### src/rtl/mem_controller_m1_pkg.sv
// Types_m1: types shared by the M1 data-memory controller and its request queue.
//   mem_mode_e     - request kind from the LSU (read, write, fence, fence.i)
//   mem_rd_type_e  - read formatting selector carried in the fnc field
//   mem_req_t      - packed request-queue entry
//   memctl_state_e - controller FSM states
package Types_m1;

  typedef enum logic [1:0] {
    MODE_READ    = 2'd0,
    MODE_WRITE   = 2'd1,
    MODE_FENCE   = 2'd2,
    MODE_FENCE_I = 2'd3
  } mem_mode_e;

  typedef enum logic [1:0] {
    RD_WORD  = 2'd0,
    RD_SBYTE = 2'd1,
    RD_UBYTE = 2'd2,
    RD_WORD3 = 2'd3
  } mem_rd_type_e;

  typedef struct packed {
    mem_mode_e   mode;
    logic [14:0] addr;
    logic [1:0]  mask;
    logic [1:0]  fnc;
    logic [15:0] data;
    logic [3:0]  dest;
  } mem_req_t;

  typedef enum logic [1:0] {
    ST_IDLE = 2'd0,
    ST_BUS  = 2'd1,
    ST_RESP = 2'd2
  } memctl_state_e;

endpackage

### src/rtl/mem_controller_m1_queue.sv
// MemReqQueue_m1: in-order request FIFO for the M1 memory controller.
// Ports:
//   clk, async_rst_n  clock / asynchronous active-low reset
//   clk_en            state advances only when high
//   push, push_data   enqueue at tail (ignored when full)
//   pop               dequeue head (ignored when empty)
//   head              entry at the head of the queue
//   count             registered occupancy (0..DEPTH)
//   full, empty       derived from count
module MemReqQueue_m1
  import Types_m1::*;
#(
  parameter int unsigned DEPTH = 4
) (
  input  logic                     clk,
  input  logic                     async_rst_n,
  input  logic                     clk_en,
  input  logic                     push,
  input  mem_req_t                 push_data,
  input  logic                     pop,
  output mem_req_t                 head,
  output logic [$clog2(DEPTH):0]   count,
  output logic                     full,
  output logic                     empty
);

  localparam int unsigned PW = $clog2(DEPTH);
  localparam logic [PW:0] FULL_CNT = (PW+1)'(DEPTH);

  mem_req_t        mem [DEPTH];
  logic [PW-1:0]   wr_ptr;
  logic [PW-1:0]   rd_ptr;
  logic            do_push;
  logic            do_pop;

  assign full    = (count == FULL_CNT);
  assign empty   = (count == '0);
  assign do_push = push && !full && clk_en;
  assign do_pop  = pop && !empty && clk_en;
  assign head    = mem[rd_ptr];

  // Storage carries no reset; only entries below count are ever observed.
  always_ff @(posedge clk) begin
    if (do_push) mem[wr_ptr] <= push_data;
  end

  // Pointers wrap naturally because DEPTH is a power of two.
  always_ff @(posedge clk or negedge async_rst_n) begin
    if (!async_rst_n) begin
      wr_ptr <= '0;
      rd_ptr <= '0;
      count  <= '0;
    end else begin
      if (do_push) wr_ptr <= wr_ptr + PW'(1);
      if (do_pop)  rd_ptr <= rd_ptr + PW'(1);
      case ({do_push, do_pop})
        2'b10:   count <= count + (PW+1)'(1);
        2'b01:   count <= count - (PW+1)'(1);
        default: count <= count;
      endcase
    end
  end

endmodule

### src/rtl/mem_controller_m1.sv
// mem_controller_m1: data-memory controller behind the M1 LSU.
// Buffers read/write/fence requests in an in-order queue, issues one
// transaction at a time on a single-port SRAM-style bus and returns formatted
// read data with its writeback destination through a hold-until-ready handshake.
// Ports:
//   clk, async_rst_n, clk_en            clock, async active-low reset, global enable
//   mem_*_in, mem_enable_in             request from the core
//   mem_input_ready                     core accepts read data
//   mem_data_out, mem_wb_dest_out,
//   mem_read_ack                        read result (held until ready)
//   mem_available, mem_idle             queue status
//   icache_flush                        pulse when a fence.i is retired
//   bus_req/we/addr/be/wdata, bus_ack/rdata   backing bus
// Optional feature: define MEMCTL_M1_PERF_EN to add perf_reads, perf_writes
// and perf_stall_cycles counters.
module mem_controller_m1
  import Types_m1::*;
#(
  parameter int unsigned QUEUE_DEPTH = 4
) (
  input  logic        clk,
  input  logic        async_rst_n,
  input  logic        clk_en,
  input  logic [14:0] mem_address_in,
  input  logic [1:0]  mem_mask_in,
  input  logic [1:0]  mem_read_fnc_type_in,
  input  logic [15:0] mem_data_in,
  input  logic [1:0]  mem_mode_in,
  input  logic        mem_enable_in,
  input  logic [3:0]  mem_wb_dest_in,
  input  logic        mem_input_ready,
  output logic [15:0] mem_data_out,
  output logic [3:0]  mem_wb_dest_out,
  output logic        mem_read_ack,
  output logic        mem_available,
  output logic        mem_idle,
  output logic        icache_flush,
  output logic        bus_req,
  output logic        bus_we,
  output logic [14:0] bus_addr,
  output logic [1:0]  bus_be,
  output logic [15:0] bus_wdata,
`ifdef MEMCTL_M1_PERF_EN
  output logic [15:0] perf_reads,
  output logic [15:0] perf_writes,
  output logic [15:0] perf_stall_cycles,
`endif
  input  logic        bus_ack,
  input  logic [15:0] bus_rdata
);

  localparam int unsigned CW = $clog2(QUEUE_DEPTH) + 1;

  memctl_state_e state, next_state;
  mem_req_t      push_req;
  mem_req_t      head;
  logic [CW-1:0] q_count;
  logic          q_full;
  logic          q_empty;
  logic          q_push;
  logic          q_pop;
  logic          load_resp;
  logic [7:0]    rd_byte;
  logic [15:0]   rd_fmt;
  logic [15:0]   resp_data_q;
  logic [3:0]    resp_dest_q;

  assign push_req = '{mode: mem_mode_e'(mem_mode_in), addr: mem_address_in,
                      mask: mem_mask_in, fnc: mem_read_fnc_type_in,
                      data: mem_data_in, dest: mem_wb_dest_in};
  assign q_push   = mem_enable_in && mem_available;

  MemReqQueue_m1 #(.DEPTH(QUEUE_DEPTH)) u_queue (
    .clk         (clk),
    .async_rst_n (async_rst_n),
    .clk_en      (clk_en),
    .push        (q_push),
    .push_data   (push_req),
    .pop         (q_pop),
    .head        (head),
    .count       (q_count),
    .full        (q_full),
    .empty       (q_empty)
  );

  assign mem_available   = !q_full;
  assign mem_idle        = q_empty && (state == ST_IDLE);
  assign mem_read_ack    = (state == ST_RESP);
  assign mem_data_out    = resp_data_q;
  assign mem_wb_dest_out = resp_dest_q;

  always_ff @(posedge clk or negedge async_rst_n) begin
    if (!async_rst_n) state <= ST_IDLE;
    else if (clk_en)  state <= next_state;
  end

  // Bus outputs come straight from the head entry, which cannot change until
  // the ack pops it, so they are stable for the whole transaction.
  always_comb begin
    next_state   = state;
    q_pop        = 1'b0;
    load_resp    = 1'b0;
    icache_flush = 1'b0;
    bus_req      = 1'b0;
    bus_we       = 1'b0;
    bus_addr     = '0;
    bus_be       = '0;
    bus_wdata    = '0;
    case (state)
      ST_IDLE: begin
        if (!q_empty) begin
          if (head.mode == MODE_READ || head.mode == MODE_WRITE) begin
            bus_req    = 1'b1;
            bus_we     = (head.mode == MODE_WRITE);
            bus_addr   = head.addr;
            bus_be     = head.mask;
            bus_wdata  = head.data;
            next_state = ST_BUS;
          end else begin
            // Serial controller: everything older is already complete.
            q_pop        = 1'b1;
            icache_flush = (head.mode == MODE_FENCE_I) && clk_en;
          end
        end
      end
      ST_BUS: begin
        bus_req   = 1'b1;
        bus_we    = (head.mode == MODE_WRITE);
        bus_addr  = head.addr;
        bus_be    = head.mask;
        bus_wdata = head.data;
        if (bus_ack) begin
          q_pop = 1'b1;
          if (head.mode == MODE_READ) begin
            load_resp  = 1'b1;
            next_state = ST_RESP;
          end else begin
            next_state = ST_IDLE;
          end
        end
      end
      ST_RESP: begin
        if (mem_input_ready) next_state = ST_IDLE;
      end
      default: next_state = ST_IDLE;
    endcase
  end

  always_comb begin
    rd_byte = (head.mask == 2'b10) ? bus_rdata[15:8] : bus_rdata[7:0];
    case (mem_rd_type_e'(head.fnc))
      RD_SBYTE: rd_fmt = {{8{rd_byte[7]}}, rd_byte};
      RD_UBYTE: rd_fmt = {8'h00, rd_byte};
      default:  rd_fmt = bus_rdata;
    endcase
  end

  always_ff @(posedge clk or negedge async_rst_n) begin
    if (!async_rst_n) begin
      resp_data_q <= '0;
      resp_dest_q <= '0;
    end else if (clk_en && load_resp) begin
      resp_data_q <= rd_fmt;
      resp_dest_q <= head.dest;
    end
  end

`ifdef MEMCTL_M1_PERF_EN
  logic bus_done;
  assign bus_done = clk_en && (state == ST_BUS) && bus_ack;

  always_ff @(posedge clk or negedge async_rst_n) begin
    if (!async_rst_n) begin
      perf_reads        <= '0;
      perf_writes       <= '0;
      perf_stall_cycles <= '0;
    end else begin
      if (bus_done && head.mode == MODE_READ)  perf_reads  <= perf_reads + 16'd1;
      if (bus_done && head.mode == MODE_WRITE) perf_writes <= perf_writes + 16'd1;
      if (clk_en && state == ST_BUS && !bus_ack)
        perf_stall_cycles <= perf_stall_cycles + 16'd1;
    end
  end
`endif

endmodule

### config.mk
export PLATFORM = sky130hd
export DESIGN_NAME = mem_controller_m1
export DESIGN_NICKNAME = d
export VERILOG_FILES = /design/src/rtl/mem_controller_m1_pkg.sv /design/src/rtl/mem_controller_m1_queue.sv /design/src/rtl/mem_controller_m1.sv
export SDC_FILE = /design/constraint.sdc
export NUM_CORES = 1
export LEC_CHECK = 0
export CAP_MARGIN = 30
export CORE_MARGIN = 3
export CORE_UTILIZATION = 57
export DETAILED_ROUTE_END_ITERATION = 8
export DONT_BUFFER_PORTS = 1
export GPL_TIMING_DRIVEN = 0
export PLACE_DENSITY = 0.8
export SYNTH_ARGS = -nofsm -noshare
export SYNTH_HDL_FRONTEND = slang
export SYNTH_SLANG_ARGS = --single-unit
export TNS_END_PERCENT = 10
### constraint.sdc
create_clock -name clk -period 2.2 [get_ports clk]
set_input_delay 0.33 -clock clk [delete_from_list [all_inputs] [get_ports clk]]
set_output_delay 0.33 -clock clk [all_outputs]
set_load 0.01 [all_outputs]
==> key figures <==
Finish
  – Non-Filler Instances: about 670
  – Area of the multi-input gates: between 2000 and 2500 µm²
  – Layout area overhead: 23.8%
  – Commonest non-fill, non-tap cells in the layout: edfxtp_1, dlygate4sd3_1, mux4_2
  – Layout cells sized above 1: 30.3%
  – Fillers: 748
  – Final Cell Area: ~9500 µm²
  – Most common library cell in the layout ignoring fill and taps: edfxtp_1
  – Register area: approximately 5700 µm²
  – Final net count: 559

Route
  – Post-route DRC: 0
  – Metal-1 WL: 5.89 mm
  – Drt total wl: around 15 mm
  – Wire length per cell: roughly 23 µm
  – Met2 routed WL: between 8 and 9 mm
  – Initial DRC Count: 264
  – Pre-antenna DRT Iters: 4
  – Via count: between 3,000 and 4,000
  – Antenna viol nets, final: 0
  – DR vias/cell: about 5.7
  – DR WL met3: approximately 1.2 mm
  – Top Layer Used: met4

Min path
  – Min-Delay Path Class: in -> reg
  – Worst Hold Depth: 2

Floorplan
  – I/O pin count: 122
  – Initial Util: 59.5%
  – Horiz. Die Dim: between 100 and 150 µm
  – Rows: 41
  – Die area: 14,900 µm²
  – Die H: 122 µm
  – Core Region: between 10,000 and 15,000 µm²

STA
  – Unrepaired setup endpoints after global routing: yes
  – F_max: between 300 and 400 MHz
  – Slew @ Worst Pin: 603 ps
  – Slew HR: about three fifths
  – Slew Viols, Final: 0
  – Crit path time final: roughly 2500 ps
  – Skew final: 10.3 ps
  – Final setup vio count: 53
  – Setup TNS: -11,750 ps
  – Hold Fails Final Rpt: 0
  – Final Cycle Share: 114%
  – Final WS setup: -316 ps

Global route
  – Largest net degree at the start of global routing: 30
  – GRT Resource Usage Total: 22.0%
  – GR Overflow Total: 0
  – Number of antenna violations at the first check in global routing: 1
  – First-pass GRT wire length: around 24 mm
  – Vias in the first global route: 4,152

Clock network
  – Reg clk slew, reported paths: about 70 ps
  – Clock root cell: clkbuf_16
  – CTS Sinks: roughly 190
  – H-tree levels: 4
  – CTS Buf Count: 17
  – CTS Buffer Depth: 2
  – Worst-Skew Late Latency: 420 ps
  – CTS tree: yes

Critical path
  – CP required: between 1500 and 2000 ps
  – Setup crit end kind: primary output
  – Worst-path fanout max: 8
  – Worst r2r path cells: 11
  – Crit path DAT: 2190 ps
  – Worst setup SP type: flip-flop
  – Critical path class: reg -> out

Synthesis
  – Ys async rst share: about 15%
  – Netlist cell types: 37
  – Post-synthesis sequential area ratio: between 70% and 80%
  – Flops & latches, synth: about 190
  – Mean Syn Cell Area: 18.8 µm²
  – EDFF count, synth: ~160
  – Syn Inst Count: 409
  – Yosys warning count: 0
  – Netlist Area Pre-Place: 7690 µm²
  – Top_reg_cell synth: edfxtp_1
  – Mapped Nets: 480

Placed design
  – Cells after DPL: 585
  – PortBufs: 0
  – DP HPWL: about 9.2 mm
  – Cell Area, Placed: approximately 8000 µm²
  – Final GP Congestion: about 0.7
  – Pre-CTS worst setup slack: -355 ps

Pwr
  – Leak: approximately 3.4 nW
  – Total chip power: about 13 mW
  – Max VDD drop: 0.000906 V
  – PwrDens: approximately 1400 nW/µm²

Status
  – Status: complete, but fails checks
  – Failing checks: negative setup slack

Run
  – Max Cap Violations: 0
==> registers in the layout, summed over array words and instances, names as in the netlist <==
register         flops
state                2
u_queue.wr_ptr       2
u_queue.mem        164
u_queue.rd_ptr       2
u_queue.count        3
mem_data_out        16
mem_wb_dest_out      4
==> synthesized netlist by cell type, types with 7 or more instances <==
cell,number,area (µm²)
buf_2,8,40.0
mux2i_1,8,80.1
nor2_1,14,52.6
o22ai_1,9,56.3
clkbuf_1,10,37.5
a31oi_1,10,62.6
nor2b_1,36,225
inv_1,17,63.8
mux4_2,41,923
ha_1,7,87.6
edfxtp_1,164,4920
dfrtp_1,29,726
nand2_1,15,56.3
==> cell families after synthesis <==
logic type                 Yosys count  synth area share [%]
adders and majority gates            8                  1.40
xor gates and xnor gates             6                 0.683
muxes                               54                  13.8
and+or+nand+nor                     83                  6.10
buffers and inverters               37                  2.13
AOI/OAI and AO/OA                   28                  2.41
DFF                                193                  73.5
==> through the flow <==
stage,hold WS (ps),util [%]
after floorplan,34.4,-
after global placement,35.1,61.3
final,58.5,73.7
after detailed placement,35.2,61.9
after CTS,36.6,73.4
after global routing,49.3,73.7
==> final cells by class <==
class	count	share of cell area, %
diodes	1	0.0263
plain buffers	20	2.18
clock buffers	20	4.58
clock inverters	12	1.23
inverters	17	0.670
multi-input cells	179	22.8
flip-flops and latches	193	59.3
well taps	172	2.26
repair buffers	60	6.97
==> layer usage <==
layer,vias to the layer above,track usage [%]
li1,1751,-
met2,129,36.3
met1,1951,27.4
met4,0,7.98
met3,6,7.34
met5,-,0
==> report_power, final <==
part	internal [mW]	leakage, nW	switching [mW]	total (mW)
Combinational	2.64	1.32	2.62	5.26
Sequential	4.58	1.83	0.357	4.94
Clock	1.66	0.262	1.24	2.90
Total	8.88	3.41	4.22	13.1
==> worst max-delay path, cell delays in order, from the launching register on <==
cell and delay (ps):
dfrtp_1 340, buf_6 120, mux4_2 550, nor2b_4 170
o21bai_4 170, clkbuf_8 240, nor2b_2 160
==> path summary, 6_finish.rpt <==
check                           slack, ps                             end                           from
worst max-delay path                 -320                    bus_wdata[8]  u_queue.rd_ptr[0]$_DFFE_PN0P_
worst min-delay path                   60    mem_data_out[13]$_DFFE_PN0P_                  bus_rdata[13]
worst max register to register       -250    u_queue.count[2]$_DFFE_PN0P_  u_queue.rd_ptr[0]$_DFFE_PN0P_
worst min register to register        520    u_queue.count[2]$_DFFE_PN0P_   u_queue.count[2]$_DFFE_PN0P_
max in group asynchronous            1690  mem_wb_dest_out[1]$_DFFE_PN0P_                    async_rst_n
min in group asynchronous             340   u_queue.rd_ptr[1]$_DFFE_PN0P_                    async_rst_n
==> timing repair <==
item / in CTS / in global routing
resized for setup: 94 / 8
pin swaps: 4 / 1
buffers inserted: 8 / 1
cloned: 3 / 0
endpoints found under the setup margin: 150 / 150
endpoints found under the hold margin: 194 / 0
hold buffers: 44 / 0
Note: power is estimated with default switching activity, not from simulation.
